[src/rtl/npi_write_engine.sv]
// npi_write_engine
//   Write-direction frame-buffer copier. Pops 32-bit pixel words from an FSL
//   slave channel, packs word pairs big-endian into 64-bit NPI write beats
//   (first word in the upper half / lower address) and issues fixed-size
//   128-byte NPI write bursts at sequential, 128-byte-aligned addresses.
//   An FSL word with Control=1 sets a new base address. If it arrives in the
//   middle of a burst, the burst is zero-padded and committed first.
//
// Optional feature (macro NPI_WRITE_ENGINE_BURST_ACK_EN):
//   When the macro is defined, every accepted burst address is reported on the
//   FSL master channel, once the channel is not full. When it is undefined,
//   FSL_M_Write and FSL_M_Data are tied to 0.
//
// Ports:
//   Clk, Rst_n                 single clock, synchronous active-low reset
//   XIL_NPI_InitDone           MPMC calibration done; nothing happens before it
//   XIL_NPI_Addr/AddrReq/AddrAck/RNW/Size
//                              NPI address phase; RNW is always 0 (write)
//   XIL_NPI_WrFIFO_Data/BE/Push/AlmostFull/Empty/Flush
//                              NPI write FIFO; BE is always all ones, Flush is 0
//   XIL_NPI_RdModWr            always 0
//   FSL_S_Read/Data/Control/Exists
//                              pixel/base-address input channel
//   FSL_M_Write/Data/Control/Full
//                              burst-completion output channel (optional)
module npi_write_engine #(
  parameter int         C_PI_ADDR_WIDTH = 32,
  parameter int         C_PI_DATA_WIDTH = 64,
  parameter int         C_PI_BE_WIDTH   = 8,
  parameter int         C_BURST_BEATS   = 16,
  parameter logic [3:0] C_NPI_SIZE      = 4'd4
) (
  input  logic                       Clk,
  input  logic                       Rst_n,
  input  logic                       XIL_NPI_InitDone,
  output logic [C_PI_ADDR_WIDTH-1:0] XIL_NPI_Addr,
  output logic                       XIL_NPI_AddrReq,
  input  logic                       XIL_NPI_AddrAck,
  output logic                       XIL_NPI_RNW,
  output logic [3:0]                 XIL_NPI_Size,
  output logic [C_PI_DATA_WIDTH-1:0] XIL_NPI_WrFIFO_Data,
  output logic [C_PI_BE_WIDTH-1:0]   XIL_NPI_WrFIFO_BE,
  output logic                       XIL_NPI_WrFIFO_Push,
  input  logic                       XIL_NPI_WrFIFO_AlmostFull,
  input  logic                       XIL_NPI_WrFIFO_Empty,
  output logic                       XIL_NPI_WrFIFO_Flush,
  output logic                       XIL_NPI_RdModWr,
  output logic                       FSL_S_Read,
  input  logic [0:31]                FSL_S_Data,
  input  logic                       FSL_S_Control,
  input  logic                       FSL_S_Exists,
  output logic                       FSL_M_Write,
  output logic [0:31]                FSL_M_Data,
  output logic                       FSL_M_Control,
  input  logic                       FSL_M_Full
);

  localparam int CNT_W = $clog2(C_BURST_BEATS + 1);
  localparam logic [CNT_W-1:0] LAST_CNT = CNT_W'(C_BURST_BEATS - 1);
  localparam logic [C_PI_ADDR_WIDTH-1:0] BURST_BYTES =
    C_PI_ADDR_WIDTH'(C_BURST_BEATS * (C_PI_DATA_WIDTH / 8));

  typedef enum logic [1:0] {
    S_WAIT_INIT = 2'd0,
    S_FILL      = 2'd1,
    S_REQ       = 2'd2,
    S_ACK       = 2'd3
  } state_t;

  state_t                     state_q;
  logic [C_PI_ADDR_WIDTH-1:0] addr_q;
  logic [CNT_W-1:0]           beat_cnt_q;
  logic                       half_q;
  logic                       pad_q;
  logic [31:0]                hi_q;
`ifdef NPI_WRITE_ENGINE_BURST_ACK_EN
  logic [C_PI_ADDR_WIDTH-1:0] ack_addr_q;
`endif

  // FILL-state decode. Read and Push must act on the word the FSL presents in
  // this very cycle, so they are decoded combinationally from registered state.
  logic fill_go;
  logic load_base;
  logic start_pad;
  logic take_data;
  logic pad_push;
  logic push;
  logic last_beat;

  always_comb begin
    fill_go   = (state_q == S_FILL) && !XIL_NPI_WrFIFO_AlmostFull;
    pad_push  = fill_go && pad_q;
    take_data = fill_go && !pad_q && FSL_S_Exists && !FSL_S_Control;
    // A base address only takes effect on a burst boundary; otherwise it stays
    // at the FSL head until the padded burst has been committed.
    load_base = fill_go && !pad_q && FSL_S_Exists && FSL_S_Control &&
                !half_q && (beat_cnt_q == '0);
    start_pad = fill_go && !pad_q && FSL_S_Exists && FSL_S_Control &&
                (half_q || (beat_cnt_q != '0));
    push      = pad_push || (take_data && half_q);
    last_beat = push && (beat_cnt_q == LAST_CNT);
  end

  always_comb begin
    FSL_S_Read          = take_data || load_base;
    XIL_NPI_WrFIFO_Push = push;
    XIL_NPI_WrFIFO_Data = '0;
    if (pad_push) begin
      // Pending high half gets a zero low half; afterwards whole zero beats.
      XIL_NPI_WrFIFO_Data = half_q ? C_PI_DATA_WIDTH'({hi_q, 32'h0}) : '0;
    end else if (push) begin
      XIL_NPI_WrFIFO_Data = C_PI_DATA_WIDTH'({hi_q, FSL_S_Data});
    end
    XIL_NPI_AddrReq      = (state_q == S_REQ);
    XIL_NPI_Size         = (state_q == S_REQ) ? C_NPI_SIZE : 4'd0;
    XIL_NPI_Addr         = addr_q;
    XIL_NPI_RNW          = 1'b0;
    XIL_NPI_WrFIFO_BE    = '1;
    XIL_NPI_WrFIFO_Flush = 1'b0;
    XIL_NPI_RdModWr      = 1'b0;
    FSL_M_Control        = 1'b0;
`ifdef NPI_WRITE_ENGINE_BURST_ACK_EN
    FSL_M_Write = (state_q == S_ACK) && !FSL_M_Full;
    FSL_M_Data  = FSL_M_Write ? 32'(ack_addr_q) : 32'h0;
`else
    FSL_M_Write = 1'b0;
    FSL_M_Data  = 32'h0;
`endif
  end

  always_ff @(posedge Clk) begin
    if (!Rst_n) begin
      state_q    <= S_WAIT_INIT;
      addr_q     <= '0;
      beat_cnt_q <= '0;
      half_q     <= 1'b0;
      pad_q      <= 1'b0;
    end else begin
      case (state_q)
        S_WAIT_INIT: begin
          if (XIL_NPI_InitDone) state_q <= S_FILL;
        end
        S_FILL: begin
          if (load_base) addr_q <= C_PI_ADDR_WIDTH'({FSL_S_Data[0:24], 7'b0});
          if (start_pad) pad_q <= 1'b1;
          if (take_data && !half_q) begin
            hi_q   <= FSL_S_Data;
            half_q <= 1'b1;
          end
          if (push) begin
            half_q     <= 1'b0;
            beat_cnt_q <= beat_cnt_q + CNT_W'(1);
          end
          if (last_beat) state_q <= S_REQ;
        end
        S_REQ: begin
          if (XIL_NPI_AddrAck) begin
            addr_q     <= addr_q + BURST_BYTES;
            beat_cnt_q <= '0;
            pad_q      <= 1'b0;
`ifdef NPI_WRITE_ENGINE_BURST_ACK_EN
            ack_addr_q <= addr_q;
            state_q    <= S_ACK;
`else
            state_q    <= S_FILL;
`endif
          end
        end
`ifdef NPI_WRITE_ENGINE_BURST_ACK_EN
        S_ACK: begin
          if (!FSL_M_Full) state_q <= S_FILL;
        end
`endif
        default: state_q <= S_WAIT_INIT;
      endcase
    end
  end

  // Inputs that the engine does not need for its decisions.
`ifdef NPI_WRITE_ENGINE_BURST_ACK_EN
  logic unused_inputs;
  assign unused_inputs = XIL_NPI_WrFIFO_Empty;
`else
  logic unused_inputs;
  assign unused_inputs = XIL_NPI_WrFIFO_Empty ^ FSL_M_Full;
`endif

endmodule

[config.mk]
export PLATFORM = sky130hd
export DESIGN_NAME = npi_write_engine
export DESIGN_NICKNAME = d
export VERILOG_FILES = /design/src/rtl/npi_write_engine.sv
export SDC_FILE = /design/constraint.sdc
export NUM_CORES = 1
export LEC_CHECK = 0
export ABC_AREA = 1
export CAP_MARGIN = 10
export CORE_MARGIN = 3
export CORE_UTILIZATION = 46
export DETAILED_ROUTE_END_ITERATION = 8
export HOLD_SLACK_MARGIN = 0.05
export PLACE_DENSITY = 0.91
export SLEW_MARGIN = 30
export SYNTH_ARGS = -nofsm -noshare
export SYNTH_HDL_FRONTEND = slang
export SYNTH_SLANG_ARGS = --single-unit
[constraint.sdc]
create_clock -name Clk -period 7.38 [get_ports Clk]
set_input_delay 2.214 -clock Clk [delete_from_list [all_inputs] [get_ports Clk]]
set_output_delay 2.214 -clock Clk [all_outputs]
set_load 0.02 [all_outputs]
Yosys cells after proc, flatten, opt, wreduce, memory -nomap -nowiden:

Index checks and enable logic that the tools add are counted.

* register bits after elaboration: 73
* latch bits: 0
* bits in writable memories: 0
* memory bits (read-only): 0
* input port bits: 41
* output and inout port bits: 148
* word-level logic and storage cells: 66
* memories: 0

* add/sub/neg operators: 2
* $mul: 0
* divide/modulo/power cells: 0
* order comparisons: 0
* equal/unequal tests: 9
* shift-type cells: 0
* mux-type cells: 19
* bitwise gates (word level): 0
* reduce and logical (&&, ||, !) cells: 30

Operator list (number)
* $mux 64: 3
* $mux 32: 2
* $pmux 32 s2: 1
* $add 32x8->32 const B: 1
* $reduce_and 3->1: 5
* $logic_and 1x1->1: 12
* $mux 5: 2
* $ne 2x2->1 const B: 5
* $pmux 5 s2: 1
* $mux 2: 3
* $pmux 2 s3: 1
* $add 5x1->5 const B: 1
* $eq 5x4->1 const B: 1
* $logic_not 5->1: 1
* $reduce_bool 5->1: 1
* $logic_not 1->1: 4
* $mux 1: 4
* $reduce_bool 2->1: 2
* $logic_or 1x1->1: 3
* $mux 3: 1
* $eq 2x1->1 const B: 1
* $eq 2x2->1 const B: 1
* $logic_not 2->1: 1
* $ne 2x1->1 const B: 1
* other kinds (2): 2

Depth between registers and ports, before layout:

* depth in word-level cells: 10
* depth in mapped cells: 11
* depth with buffers taken out: 10

Worst setup path before layout:

Ideal clock, no wire load.

* path kind: input to output
* from: input XIL_NPI_WrFIFO_AlmostFull
* to: output XIL_NPI_WrFIFO_Data[10]
* data arrival time: 3.326 ns
* required time: 5.166 ns
* slack: 1.840 ns
* stages on the path: 6
* buffers on the path: 0
* cells stage by stage: inv_1 > nand2_2 > inv_1 > nand2_1 > clkinv_1 > nor3_1

* cells in the longest elaborated chain, start to end: 9
* elaborated cells on any way between the ends: 10
* classes of those cells: 2 x mux; 8 x reduce/logical

Ends and longest elaborated chain
* from (decl): RTL line 44 `input logic XIL_NPI_WrFIFO_AlmostFull,`
* $logic_not 1->1 *: RTL line 91 `fill_go = (state_q == S_FILL) && !XIL_NPI_WrFIFO_AlmostFull;`
* $logic_and 1x1->1 *: RTL line 91
* $logic_and 1x1->1 (3 in series): RTL line 93 `take_data = fill_go && !pad_q && FSL_S_Exists && !FSL_S_Control;`
* $logic_and 1x1->1: RTL line 100 `push = pad_push || (take_data && half_q);`
* $logic_or 1x1->1: RTL line 100
* $mux 64: RTL line 111 `end else if (push) begin`
* $mux 64 *: RTL line 108 `if (pad_push) begin`
* to (decl): RTL line 41 `output logic [C_PI_DATA_WIDTH-1:0] XIL_NPI_WrFIFO_Data,`

Mark *: on every way between the ends. The rest lies on a longest branch, timed or not.

Final worst setup path:

* from: input XIL_NPI_WrFIFO_AlmostFull
* to: output XIL_NPI_WrFIFO_Data[31]

The elaborated chain is that of the path after synthesis.

==> results.py <==
metrics = {
    "critical_path": {
        "cp_cell_sequence": "clkdlybuf4s50_1, inv_1, nand2_2, inv_1, nand2_1, clkinv_1, nor3_1, clkdlybuf4s50_1",
        "cp.required_ns": 5.17,
        "reg2reg_depth": 9,
        "critical_path_depth": 8,
        "path_buf_inv": 5,
        "cp-endpoint": "XIL_NPI_WrFIFO_Data[31]",
        "arrival_ns": 4.82,
        "critPathCaptureType": "output port",
        "critPathTopFamily": "buffers and inverters",
        "reg2reg_from": "state_q[0]$_SDFFE_PN0P_",
        "reg2reg_slack_ns": 5.34,
        "slowest_delay_ns": 0.66,
        "r2r_end": "beat_cnt_q[3]$_SDFFE_PN0P_",
        "start_kind": "input port",
        "crit_fanout": 16,
        "crit_type": "in2out",
        "startpoint": "XIL_NPI_WrFIFO_AlmostFull",
        "crit_path_top_delay_cell": "clkdlybuf4s50_1",
    },
    "clock_network": {
        "cts_tree": "done",
        "clockBufferDepth": 2,
        "clock_sinks": 66,
        "clkLatencyLatePin_ns": 0.34,
        "clkTransAtPathRegs_ns": 0.08,
        "clockRootBuffer": "clkbuf_8",
        "cts_hold_buf": 0,
        "cts_buffers": 9,
        "cts_setup_buffers": 0,
        "ctsResizeCount": 0,
        "cts_max_level": 3,
    },
    "route": {
        "dr_total_vias": 4313,
        "first_pass_iters": 6,
        "wl_per_cell_um": 15.3,
        "post-route-drc-count": 0,
        "routed_wl_um": 13000,
        "first_iter_violations": 348,
        "viasPerCell": 5.10,
        "ant_nets": 0,
    },
    "floorplan": {
        "die_h_um": 102,
        "core_um2": 8850,
        "rows": 34,
        "die_area_um2": 10400,
        "start_util": 0.481,
        "io_pins": 189,
        "die_x_um": 102,
    },
    "yosys": {
        "synthArstFlopShare": 0,
        "syn_avg_cell_area_um2": 7.01,
        "synth_edf_count": 32,
        "ys.flop_type": "dfxtp_1",
        "ys_ff_latch": 66,
        "synth.most_common_cell": "nand2_1",
        "netlist_top_cells_count": "nand2_1 (127), nor2_1 (112), inv_1 (73), buf_4 (56), a21oi_1 (38)",
        "ys_warn_count": 0,
        "syn_inst": 607,
        "synth_area_leaders": "edfxtp_1 (23%), dfxtp_1 (16%), nand2_1 (11%)",
        "synthDominantCellAreaShare": 0.226,
        "ys_seq_area_frac": 0.386,
        "synth_area_um2": 4260,
        "ys_types": 38,
        "yosys.area.top_type": "edfxtp_1",
    },
    "cells_and_area": {
        "regArea_um2": 1640,
        "n_fill_cell": 773,
        "antenna_cells": 0,
        "multi_input_area_um2": 2000,
        "fin_nets": 777,
        "drive_gt1_frac": 0.0516,
        "area_growth_pct": 31.6,
        "finalInstanceArea_um2": 5600,
    },
    "timing": {
        "skew_ns": 0.0100,
        "rsz0062_at_grt": "false",
        "setup_viol": 0,
        "maxSlewHeadroom": 0.360,
        "min_period_ns": 7.04,
        "tightest_slew_ns": 0.957,
        "post-route-period-util": 0.953,
        "fin_hold_ws_ns": 0.520,
        "drv_slew": 0,
        "hold_viol": 0,
        "fmax_mhz": 142,
        "tns_ns": 0,
    },
    "global_routing": {
        "grt_max_degree": 39,
        "grt_overflow": 0,
        "grt_usage": 0.248,
        "first_global_vias": 3993,
        "grt_pass1_wl_um": 20100,
        "antenna_found_initial": 0,
    },
    "job": {
        "maxCapViolCount": 0,
    },
    "pwr": {
        "power.total_mw": 0.784,
        "p_seq_frac": 0.504,
        "power_density_nw_per_um2": 140,
        "vdd_drop_max_v": 0.0000860,
        "p_int_mw": 0.577,
        "switching_share": 0.264,
        "clkPwrFrac": 0.373,
        "p_comb_frac": 0.123,
        "leakage_nw": 2.32,
        "switchingPower_mw": 0.207,
    },
    "place": {
        "place_area_um2": 5420,
        "port-buffer-count": 131,
        "gp_congestion": 0.923,
        "hpwl_um": 9530,
    },
    "status": {
        "status": "finished clean",
    },
    "min_path": {
        "hold_class": "reg2reg",
    },
}
cell type report:
class,instances,area share
clock buffers,12,0.0241
clock inverters,4,0.00782
inverters,78,0.0527
multi-input cells,441,0.357
flip-flops and latches,66,0.293
well taps,108,0.0241
repair buffers,136,0.241
metrics by stage:
stage,setup WS (ns),cells,util
global route,0.200,845,0.633
finish,0.344,845,0.633
floorplan,1.84,660,-
detailed placement,0.392,829,0.613
global placement,0.493,829,0.613
CTS,0.379,845,0.633
placed cells by master (no fill, tap or decap), types with 2 or more instances in the layout:
master / count
clkbuf_8: 9
ha_1: 4
conb_1: 55
or2_2: 3
nand3b_1: 2
dfxtp_1: 34
clkinv_2: 2
inv_2: 3
edfxtp_1: 32
o21ai_1: 7
nor2_4: 2
nand3_2: 2
nand4_1: 4
clkbuf_1: 3
inv_1: 73
nand3_1: 32
clkdlybuf4s50_1: 131
a21oi_1: 38
o21ai_2: 2
xor2_1: 2
nand2_2: 3
nor2_1: 112
clkinv_1: 2
buf_4: 5
nand2_1: 127
o21a_1: 2
nor3_1: 12
o21ai_0: 21
state kept, by name, summed over array words and instances (netlist names):
register      cells
hi_q             32
XIL_NPI_Addr     25
beat_cnt_q        5
state_q           2
half_q            1
pad_q             1
cell families (layout without fill, tap and decap cells):
group	count (synthesis)	count (layout)	share of synthesized area
XOR/XNOR	3	3	0.00617
other	2	55	0.00176
flip-flops	66	66	0.386
AO/OA/AOI/OAI	75	75	0.0958
buffers and inverters	153	230	0.192
AND/OR/NAND/NOR	304	304	0.307
adder cells (fa/ha/maj)	4	4	0.0118
worst reg2reg max path: cells and delay by family, from the launching register on:
kind,cells,cell delay (ns)
buf+inv,2,0.18
compound gates,1,0.07
simple gates,6,1.24
flops,1,0.43
per-layer routing:
metal  track usage  wire (um)  vias to the layer above  part of all wire
li1              -          -                     2062                 -
met1         0.311       4940                     1969              0.38
met2         0.424       6510                      254              0.50
met3        0.0410       1140                       28             0.088
met4         0.102        369                        0             0.028
met5             0          0                        -                 0
power groups by stage:
stage          combinational [mW]  sequential (mW)  clock (mW)
2_1_floorplan              0.0719            0.406           0
3_3_place_gp               0.0934            0.403           0
3_5_place_dp               0.0947            0.403           0
4_1_cts                    0.0952            0.395       0.293
5_1_grt                     0.104            0.396       0.309
6_report                   0.0964            0.395       0.293
how the worst min path moves through the flow:
stage | startpoint | slack [ns] | cells after the start | to
global placement | pad_q$_SDFFE_PN0P_ | 0.47 | 2 | pad_q$_SDFFE_PN0P_
global route | beat_cnt_q[2]$_SDFFE_PN0P_ | 0.55 | 2 | beat_cnt_q[2]$_SDFFE_PN0P_
floorplan | pad_q$_SDFFE_PN0P_ | 0.46 | 2 | pad_q$_SDFFE_PN0P_
detailed placement | beat_cnt_q[1]$_SDFFE_PN0P_ | 0.51 | 2 | beat_cnt_q[1]$_SDFFE_PN0P_
finish | beat_cnt_q[1]$_SDFFE_PN0P_ | 0.52 | 2 | beat_cnt_q[1]$_SDFFE_PN0P_
CTS | beat_cnt_q[1]$_SDFFE_PN0P_ | 0.52 | 2 | beat_cnt_q[1]$_SDFFE_PN0P_
No activity file was read; power rests on OpenSTA's default activity.
